## src/rtl/dcache_ctrl_pkg.sv

```systemverilog
// Shared definitions for the data-cache miss controller: line geometry and FSM encoding.
// Latency: n/a (types and constants only).
// Backpressure: n/a.
package dcache_ctrl_pkg;

  // One line is one 64-bit bus beat.
  localparam int LINE_BYTES = 8;
  localparam int OFFSET_W   = 3;

  // One-hot controller states.
  typedef enum logic [10:0] {
    S_IDLE    = 11'b000_0000_0001,
    S_WB_AW   = 11'b000_0000_0010,
    S_WB_B    = 11'b000_0000_0100,
    S_RF_AR   = 11'b000_0000_1000,
    S_RF_R    = 11'b000_0001_0000,
    S_INSTALL = 11'b000_0010_0000,
    S_UC_AR   = 11'b000_0100_0000,
    S_UC_R    = 11'b000_1000_0000,
    S_UC_AW   = 11'b001_0000_0000,
    S_UC_B    = 11'b010_0000_0000,
    S_DONE    = 11'b100_0000_0000
  } state_t;

endpackage

```

## src/rtl/dcache_merge.sv

```systemverilog
// Byte-strobe merge of refill data with the pending store data.
// Latency: purely combinational.
// Backpressure: none.
module dcache_merge #(
  parameter int DATA_W = 64
) (
  input  logic [DATA_W-1:0]   fill,
  input  logic [DATA_W-1:0]   store_data,
  input  logic [DATA_W/8-1:0] strb,
  input  logic                en,
  output logic [DATA_W-1:0]   line
);

  // Start from the refill beat and overlay each enabled store byte.
  always_comb begin
    line = fill;
    if (en) begin
      for (int b = 0; b < DATA_W/8; b++) begin
        if (strb[b]) line[b*8 +: 8] = store_data[b*8 +: 8];
      end
    end
  end

endmodule

```

## src/rtl/dcache_ctrl.sv

```systemverilog
// Data-cache miss controller: victim write-back, refill, install, and uncached bypass.
// Latency: clean miss holds stall 4 cycles, dirty miss 6, with a zero-wait bus.
// Backpressure: bus valids held with stable payload until ready; pipeline held via stall_req.
module dcache_ctrl
  import dcache_ctrl_pkg::*;
#(
  parameter int ADDR_W  = 64,
  parameter int DATA_W  = 64,
  parameter int TAG_W   = 55,
  parameter int INDEX_W = 6
) (
  input  logic                clk,
  input  logic                rst,
  input  logic                req_e,
  input  logic                req_we,
  input  logic                req_cache,
  input  logic [ADDR_W-1:0]   req_addr,
  input  logic [DATA_W-1:0]   req_wdata,
  input  logic [DATA_W/8-1:0] req_wstrb,
  input  logic                flush,
  input  logic                tag_miss,
  input  logic                tag_write_back,
  input  logic                tag_lru,
  input  logic [TAG_W-1:0]    victim_tag,
  input  logic [DATA_W-1:0]   victim_data,
  output logic                refresh,
  output logic                data_we,
  output logic                data_way,
  output logic [INDEX_W-1:0]  data_index,
  output logic [DATA_W-1:0]   data_wdata,
  output logic                stall_req,
  output logic [DATA_W-1:0]   uc_rdata,
  output logic                uc_rvalid,
  output logic                bus_ar_valid,
  input  logic                bus_ar_ready,
  output logic [ADDR_W-1:0]   bus_araddr,
  input  logic                bus_r_valid,
  input  logic [DATA_W-1:0]   bus_rdata,
  output logic                bus_aw_valid,
  input  logic                bus_aw_ready,
  output logic [ADDR_W-1:0]   bus_awaddr,
  output logic [DATA_W-1:0]   bus_wdata,
  output logic [DATA_W/8-1:0] bus_wstrb,
  input  logic                bus_b_valid
);

  state_t              state, state_nx;
  logic                leave_idle;

  // Request snapshot taken when leaving IDLE; everything downstream uses only these.
  logic [ADDR_W-1:0]   cap_addr;
  logic                cap_we;
  logic [DATA_W-1:0]   cap_wdata;
  logic [DATA_W/8-1:0] cap_wstrb;
  logic                cap_lru;
  logic [TAG_W-1:0]    cap_vtag;
  logic [DATA_W-1:0]   cap_vdata;
  logic [DATA_W-1:0]   fill_data;
  logic [DATA_W-1:0]   merged_line;
  logic [DATA_W-1:0]   uc_rdata_q;
  logic                uc_rvalid_q;

  assign leave_idle = (state == S_IDLE) && (state_nx != S_IDLE);
  assign uc_rdata   = uc_rdata_q;
  assign uc_rvalid  = uc_rvalid_q;

  dcache_merge #(.DATA_W(DATA_W)) u_merge (
    .fill       (fill_data),
    .store_data (cap_wdata),
    .strb       (cap_wstrb),
    .en         (cap_we),
    .line       (merged_line)
  );

  // State register; reset abandons any bus handshake in flight.
  always_ff @(posedge clk) begin
    if (!rst) state <= S_IDLE;
    else      state <= state_nx;
  end

  // Request capture on leaving IDLE and refill beat capture in RF_R.
  always_ff @(posedge clk) begin
    if (!rst) begin
      cap_addr  <= '0;
      cap_we    <= 1'b0;
      cap_wdata <= '0;
      cap_wstrb <= '0;
      cap_lru   <= 1'b0;
      cap_vtag  <= '0;
      cap_vdata <= '0;
      fill_data <= '0;
    end else begin
      if (leave_idle) begin
        cap_addr  <= req_addr;
        cap_we    <= req_we;
        cap_wdata <= req_wdata;
        cap_wstrb <= req_wstrb;
        cap_lru   <= tag_lru;
        cap_vtag  <= victim_tag;
        cap_vdata <= victim_data;
      end
      if (state == S_RF_R && bus_r_valid) fill_data <= bus_rdata;
    end
  end

  // Uncached load result: valid pulses during DONE, data held until the next uncached read.
  always_ff @(posedge clk) begin
    if (!rst) begin
      uc_rdata_q  <= '0;
      uc_rvalid_q <= 1'b0;
    end else begin
      uc_rvalid_q <= (state == S_UC_R) && bus_r_valid;
      if (state == S_UC_R && bus_r_valid) uc_rdata_q <= bus_rdata;
    end
  end

  // Next-state and output decode; flush only matters while IDLE.
  always_comb begin
    state_nx     = state;
    stall_req    = 1'b0;
    refresh      = 1'b0;
    data_we      = 1'b0;
    data_way     = 1'b0;
    data_index   = '0;
    data_wdata   = '0;
    bus_ar_valid = 1'b0;
    bus_araddr   = '0;
    bus_aw_valid = 1'b0;
    bus_awaddr   = '0;
    bus_wdata    = '0;
    bus_wstrb    = '0;
    unique case (state)
      S_IDLE: begin
        if (req_e && !flush) begin
          if (req_cache) begin
            if (tag_miss) begin
              stall_req = 1'b1;
              state_nx  = tag_write_back ? S_WB_AW : S_RF_AR;
            end
          end else begin
            stall_req = 1'b1;
            state_nx  = req_we ? S_UC_AW : S_UC_AR;
          end
        end
      end
      S_WB_AW: begin
        stall_req    = 1'b1;
        bus_aw_valid = 1'b1;
        bus_awaddr   = {cap_vtag, cap_addr[OFFSET_W +: INDEX_W], {OFFSET_W{1'b0}}};
        bus_wdata    = cap_vdata;
        bus_wstrb    = '1;
        if (bus_aw_ready) state_nx = S_WB_B;
      end
      S_WB_B: begin
        stall_req = 1'b1;
        if (bus_b_valid) state_nx = S_RF_AR;
      end
      S_RF_AR: begin
        stall_req    = 1'b1;
        bus_ar_valid = 1'b1;
        bus_araddr   = {cap_addr[ADDR_W-1:OFFSET_W], {OFFSET_W{1'b0}}};
        if (bus_ar_ready) state_nx = S_RF_R;
      end
      S_RF_R: begin
        stall_req = 1'b1;
        if (bus_r_valid) state_nx = S_INSTALL;
      end
      S_INSTALL: begin
        stall_req  = 1'b1;
        refresh    = 1'b1;
        data_we    = 1'b1;
        data_way   = cap_lru;
        data_index = cap_addr[OFFSET_W +: INDEX_W];
        data_wdata = merged_line;
        state_nx   = S_DONE;
      end
      S_UC_AR: begin
        stall_req    = 1'b1;
        bus_ar_valid = 1'b1;
        bus_araddr   = cap_addr;
        if (bus_ar_ready) state_nx = S_UC_R;
      end
      S_UC_R: begin
        stall_req = 1'b1;
        if (bus_r_valid) state_nx = S_DONE;
      end
      S_UC_AW: begin
        stall_req    = 1'b1;
        bus_aw_valid = 1'b1;
        bus_awaddr   = cap_addr;
        bus_wdata    = cap_wdata;
        bus_wstrb    = cap_wstrb;
        if (bus_aw_ready) state_nx = S_UC_B;
      end
      S_UC_B: begin
        stall_req = 1'b1;
        if (bus_b_valid) state_nx = S_DONE;
      end
      S_DONE: begin
        state_nx = S_IDLE;
      end
      default: begin
        state_nx = S_IDLE;
      end
    endcase
  end

endmodule
```

## config.mk

```make
export PLATFORM = sky130hd
export DESIGN_NAME = dcache_ctrl
export DESIGN_NICKNAME = d
export VERILOG_FILES = /design/src/rtl/dcache_ctrl_pkg.sv /design/src/rtl/dcache_merge.sv /design/src/rtl/dcache_ctrl.sv
export SDC_FILE = /design/constraint.sdc
export NUM_CORES = 1
export LEC_CHECK = 0
export BUFFER_PORTS_ARGS = -buffer_cell sky130_fd_sc_hd__buf_2
export CAP_MARGIN = 25
export CORE_AREA = 2 2 263 265
export CTS_CLUSTER_SIZE = 28
export DETAILED_ROUTE_END_ITERATION = 16
export DIE_AREA = 0 0 265 267
export PLACE_DENSITY = 0.51
export SLEW_MARGIN = 20
export SYNTH_ARGS = -nofsm -noshare
export SYNTH_HDL_FRONTEND = slang
export SYNTH_HIERARCHICAL = 1
export SYNTH_SLANG_ARGS = --single-unit
```

## constraint.sdc

```tcl
create_clock -name clk -period 2.1 [get_ports clk]
set_input_delay 0.21 -clock clk [delete_from_list [all_inputs] [get_ports clk]]
set_output_delay 0.21 -clock clk [all_outputs]
set_load 0.01 [all_outputs]
```

==> metrics.md <==
| Metric | Value |
|---|---|
| Cells after Synth | 2073 |
| Initial core utilization | 26.3% |
| Hold Violations, Final | 0 |
| Initial antenna violation count | 8 |
| Clk root buf | clkbuf_16 |
| Synthesized cell area | 17800 um^2 |
| Leakage | 14.9 nW |
| F_max | 361 MHz |
| Clock sink count | 397 |
| Vias in the first global route | 20600 |
| GR Layer Usage met3 | 5.45% |
| Worst path bufs/invs | 5 |
| Gp weighted congestion | 0.900 |
| CTS buffer count | 48 |
| Number of synthesized flops with an enable pin | 0 |
| Share of cells above drive strength 1 | 46.3% |
| Syn avg cell area | 8.61 um^2 |
| Cell Rows | 96 |
| Required @ worst endpoint | 1.89 ns |
| First-pass DRT Iterations | 5 |
| Failing checks | negative setup slack |
| Slew headroom | 60.7% |
| Least-Margin Pin Slew | 0.590 ns |
| Status | finished, violations left |
| Die width | 265 um |
| Design area | 33400 um^2 |
| Max H-tree Level | 2 |
| CTS tree | done |
| Initial drt markers | 1605 |
| Syn. warnings | 6 |
| Crit path max-delay family | simple AND/OR/NAND/NOR gates |
| Fill count | 6088 |
| GR peak layer | met2 |
| Cell-by-cell trace of the critical path | buf_6, nor4_4, and4_4, buf_12, clkbuf_16, buf_8, a22o_1, buf_2 |
| WL/cell | 23.1 um |
| Setup Skew | 0.0174 ns |
| Worst Setup End Kind | primary output |
| Core Util, Final | 49.2% |
| Pwr dens | 584 nW/um^2 |
| Final worst slack | -0.666 ns |
| Clock latency on the worst-skew pair | 0.58 ns |
| Pins Over Slew Limit | 0 |
| Worst slack, placed | -0.144 ns |
| Max incr delay on CP | 0.41 ns |
| Total die area | 70800 um^2 |
| GR Layer Usage met1 | 26.4% |
| Final min period | 2.77 ns |
| Yosys reg bits | 397 |
| Tot GR Track Use | 22.0% |
| Layout Nets | 3517 |
| RSZ-0062 raised after global routing | yes |
| WL final | 94.8 mm |
| Vias per cell | 5.22 |
| Post-synth top flop | dfxtp_1 |
| Pin count of the biggest net entering global routing | 81 |
| CP startpoint kind | flop |
| Met2 Use GR | 37.0% |
| Post-synthesis sequential area ratio | 44.5% |
| Crit Path Class | reg -> out |
| Maximum fanout along the worst path | 8 |
| DR vias | 21400 |
| Hold Path Class | in -> reg |
| Ys async rst share | 0% |
| Worst Path Arrival | 2.56 ns |
| Clk buf depth | 3 |
| Area growth syn-to-layout | 87.3% |
| Remaining antenna violation count after routing | 0 |
| Worst VDD drop | 0.566 mV |
| Post-synthesis net count | 2405 |
| PortBufs | 672 |
| Placed insts | 3570 |
| Final setup violation count | 550 |
| Count of cell types in the netlist | 45 |
| Critical path's slowest cell | nor4_4 |
| Dpl cell area | 23300 um^2 |
| Final non-filler cell total | 4110 |
| Core footprint | 68000 um^2 |
| Number of max-cap violations | 0 |
| Final Cycle Share | 132% |
| First-pass GRT wire length | 122 mm |
| IO Count | 673 |
| Chip height | 267 um |
| Remaining global-route overflow | 0 |
| DRC errors left | 0 |
| Hpwl dp | 55.7 mm |
| Clk pin slew, worst setup/hold paths | 0.07 ns |
synthesized netlist by cell type (all sizes together) (6+ instances only):
| cell type | n | area [um^2] |
|---|---|---|
| inv | 6 | 22.5 |
| nand2 | 15 | 76.3 |
| mux2 | 64 | 721 |
| nand4 | 7 | 43.8 |
| a22o | 119 | 1040 |
| clkbuf | 146 | 571 |
| buf | 77 | 413 |
| a21oi | 263 | 1320 |
| nor2 | 141 | 529 |
| mux2i | 128 | 1280 |
| dfxtp | 397 | 7950 |
| and2 | 144 | 901 |
| nand3 | 260 | 1300 |
| o21ai | 258 | 1290 |
| a21o | 8 | 60.1 |
routing by layer:
metal  wire, um  share of wire [%]  up-vias
li1           -                  -     9710
met1      37500                 40    10400
met2      45800                 48     1067
met3       7150                7.5      255
met4       4380                4.6        2
met5          9             0.0095        -
placed cells by master (no fill, tap or decap), types with 9 or more instances in the layout:
cell           synthesis  layout
buf_2                 60     516
dfxtp_1              397     389
dlygate4sd3_1          0     329
nand3_1              260     244
a21oi_1              263     205
buf_6                  6     185
o21ai_2                0     151
nor2_1               141     139
mux2i_1              128     128
a22o_1               119     114
clkbuf_16              0      95
buf_4                  1      94
and2_4                 0      92
buf_12                 0      72
mux2_2                64      64
a21oi_2                0      58
and2_1               144      52
o21ai_1               45      51
o21ai_4                0      34
buf_8                  0      27
o21ai_0              213      22
buf_16                 0      15
nand3_4                0      10
clkbuf_1             128      10
clkbuf_8               0      10
clkinv_2               0       9
worst min-delay path: stages:
cell and delay (ns):
buf_2 0.14, inv_1 0.11, a32oi_1 0.11, nor2_1 0.07
area by class of cell:
| cell class | count | area [um^2] | share of cell area (%) |
|---|---|---|---|
| inverter | 6 | 30.0 | 0.0898 |
| tap | 882 | 1100 | 3.30 |
| antenna | 6 | 15.0 | 0.0449 |
| multi-input combinational | 1447 | 10600 | 31.7 |
| clock buffer | 68 | 1390 | 4.15 |
| clock inverter | 19 | 236 | 0.707 |
| timing repair buffer | 1285 | 12100 | 36.2 |
| sequential | 397 | 7960 | 23.8 |
kinds of logic (layout without fill, tap and decap cells):
kind of cell / after synthesis / after routing / share of synthesized area [%]
buffers and inverters: 229 / 1378 / 5.64
xor gates and xnor gates: 3 / 3 / 0.147
DFF: 397 / 397 / 44.5
and+or+nand+nor: 596 / 596 / 17.3
AOI/OAI and AO/OA: 656 / 656 / 21.2
muxes: 192 / 192 / 11.2
other: 0 / 6 / 0
report_power, final:
group / internal (mW) / switching [mW]
Sequential: 7.76 / 0.218
Clock: 5.21 / 3.48
Combinational: 1.46 / 1.38
Total: 14.4 / 5.08
sequential cells by signal, indices dropped and copies added, names as in the netlist:
signal     flops
cap_wdata     64
cap_vtag      55
uc_rdata      64
cap_wstrb      8
cap_addr      64
uc_rvalid      1
cap_vdata     64
cap_we         1
fill_data     64
cap_lru        1
state         11
per-stage QoR:
step | hold WS [ns] | total power, mW | setup TNS (ns)
after floorplan | 0.276 | 8.75 | -21.70
after global placement | 0.455 | 9.60 | -6.81
after detailed placement | 0.461 | 9.63 | -14.50
after CTS | 0.00277 | 18.8 | -162.84
after global routing | 0.121 | 20.1 | -269.75
final | 0.0923 | 19.5 | -225.88
repair_timing:
item,CTS,global route
setup endpoints to repair,525,627
hold buffers,328,1
pin swaps,36,208
endpoints found under the hold margin,394,1
resized for setup,138,759
cloned,13,60
buffers inserted,30,24
final timing paths:
| kind | startpoint | endpoint | slack (ns) | depth (start not counted) |
|---|---|---|---|---|
| setup reg to reg | state[5] | cap_vtag[11] | -0.41 | 8 |
| hold reg to reg | cap_vdata[60] | cap_vdata[60] | 0.46 | 2 |
| hold / removal | req_cache | state[8] | 0.09 | 4 |
| setup / recovery | state[5] | bus_wdata[10] | -0.67 | 8 |
Power figures use the tool's default switching activity.
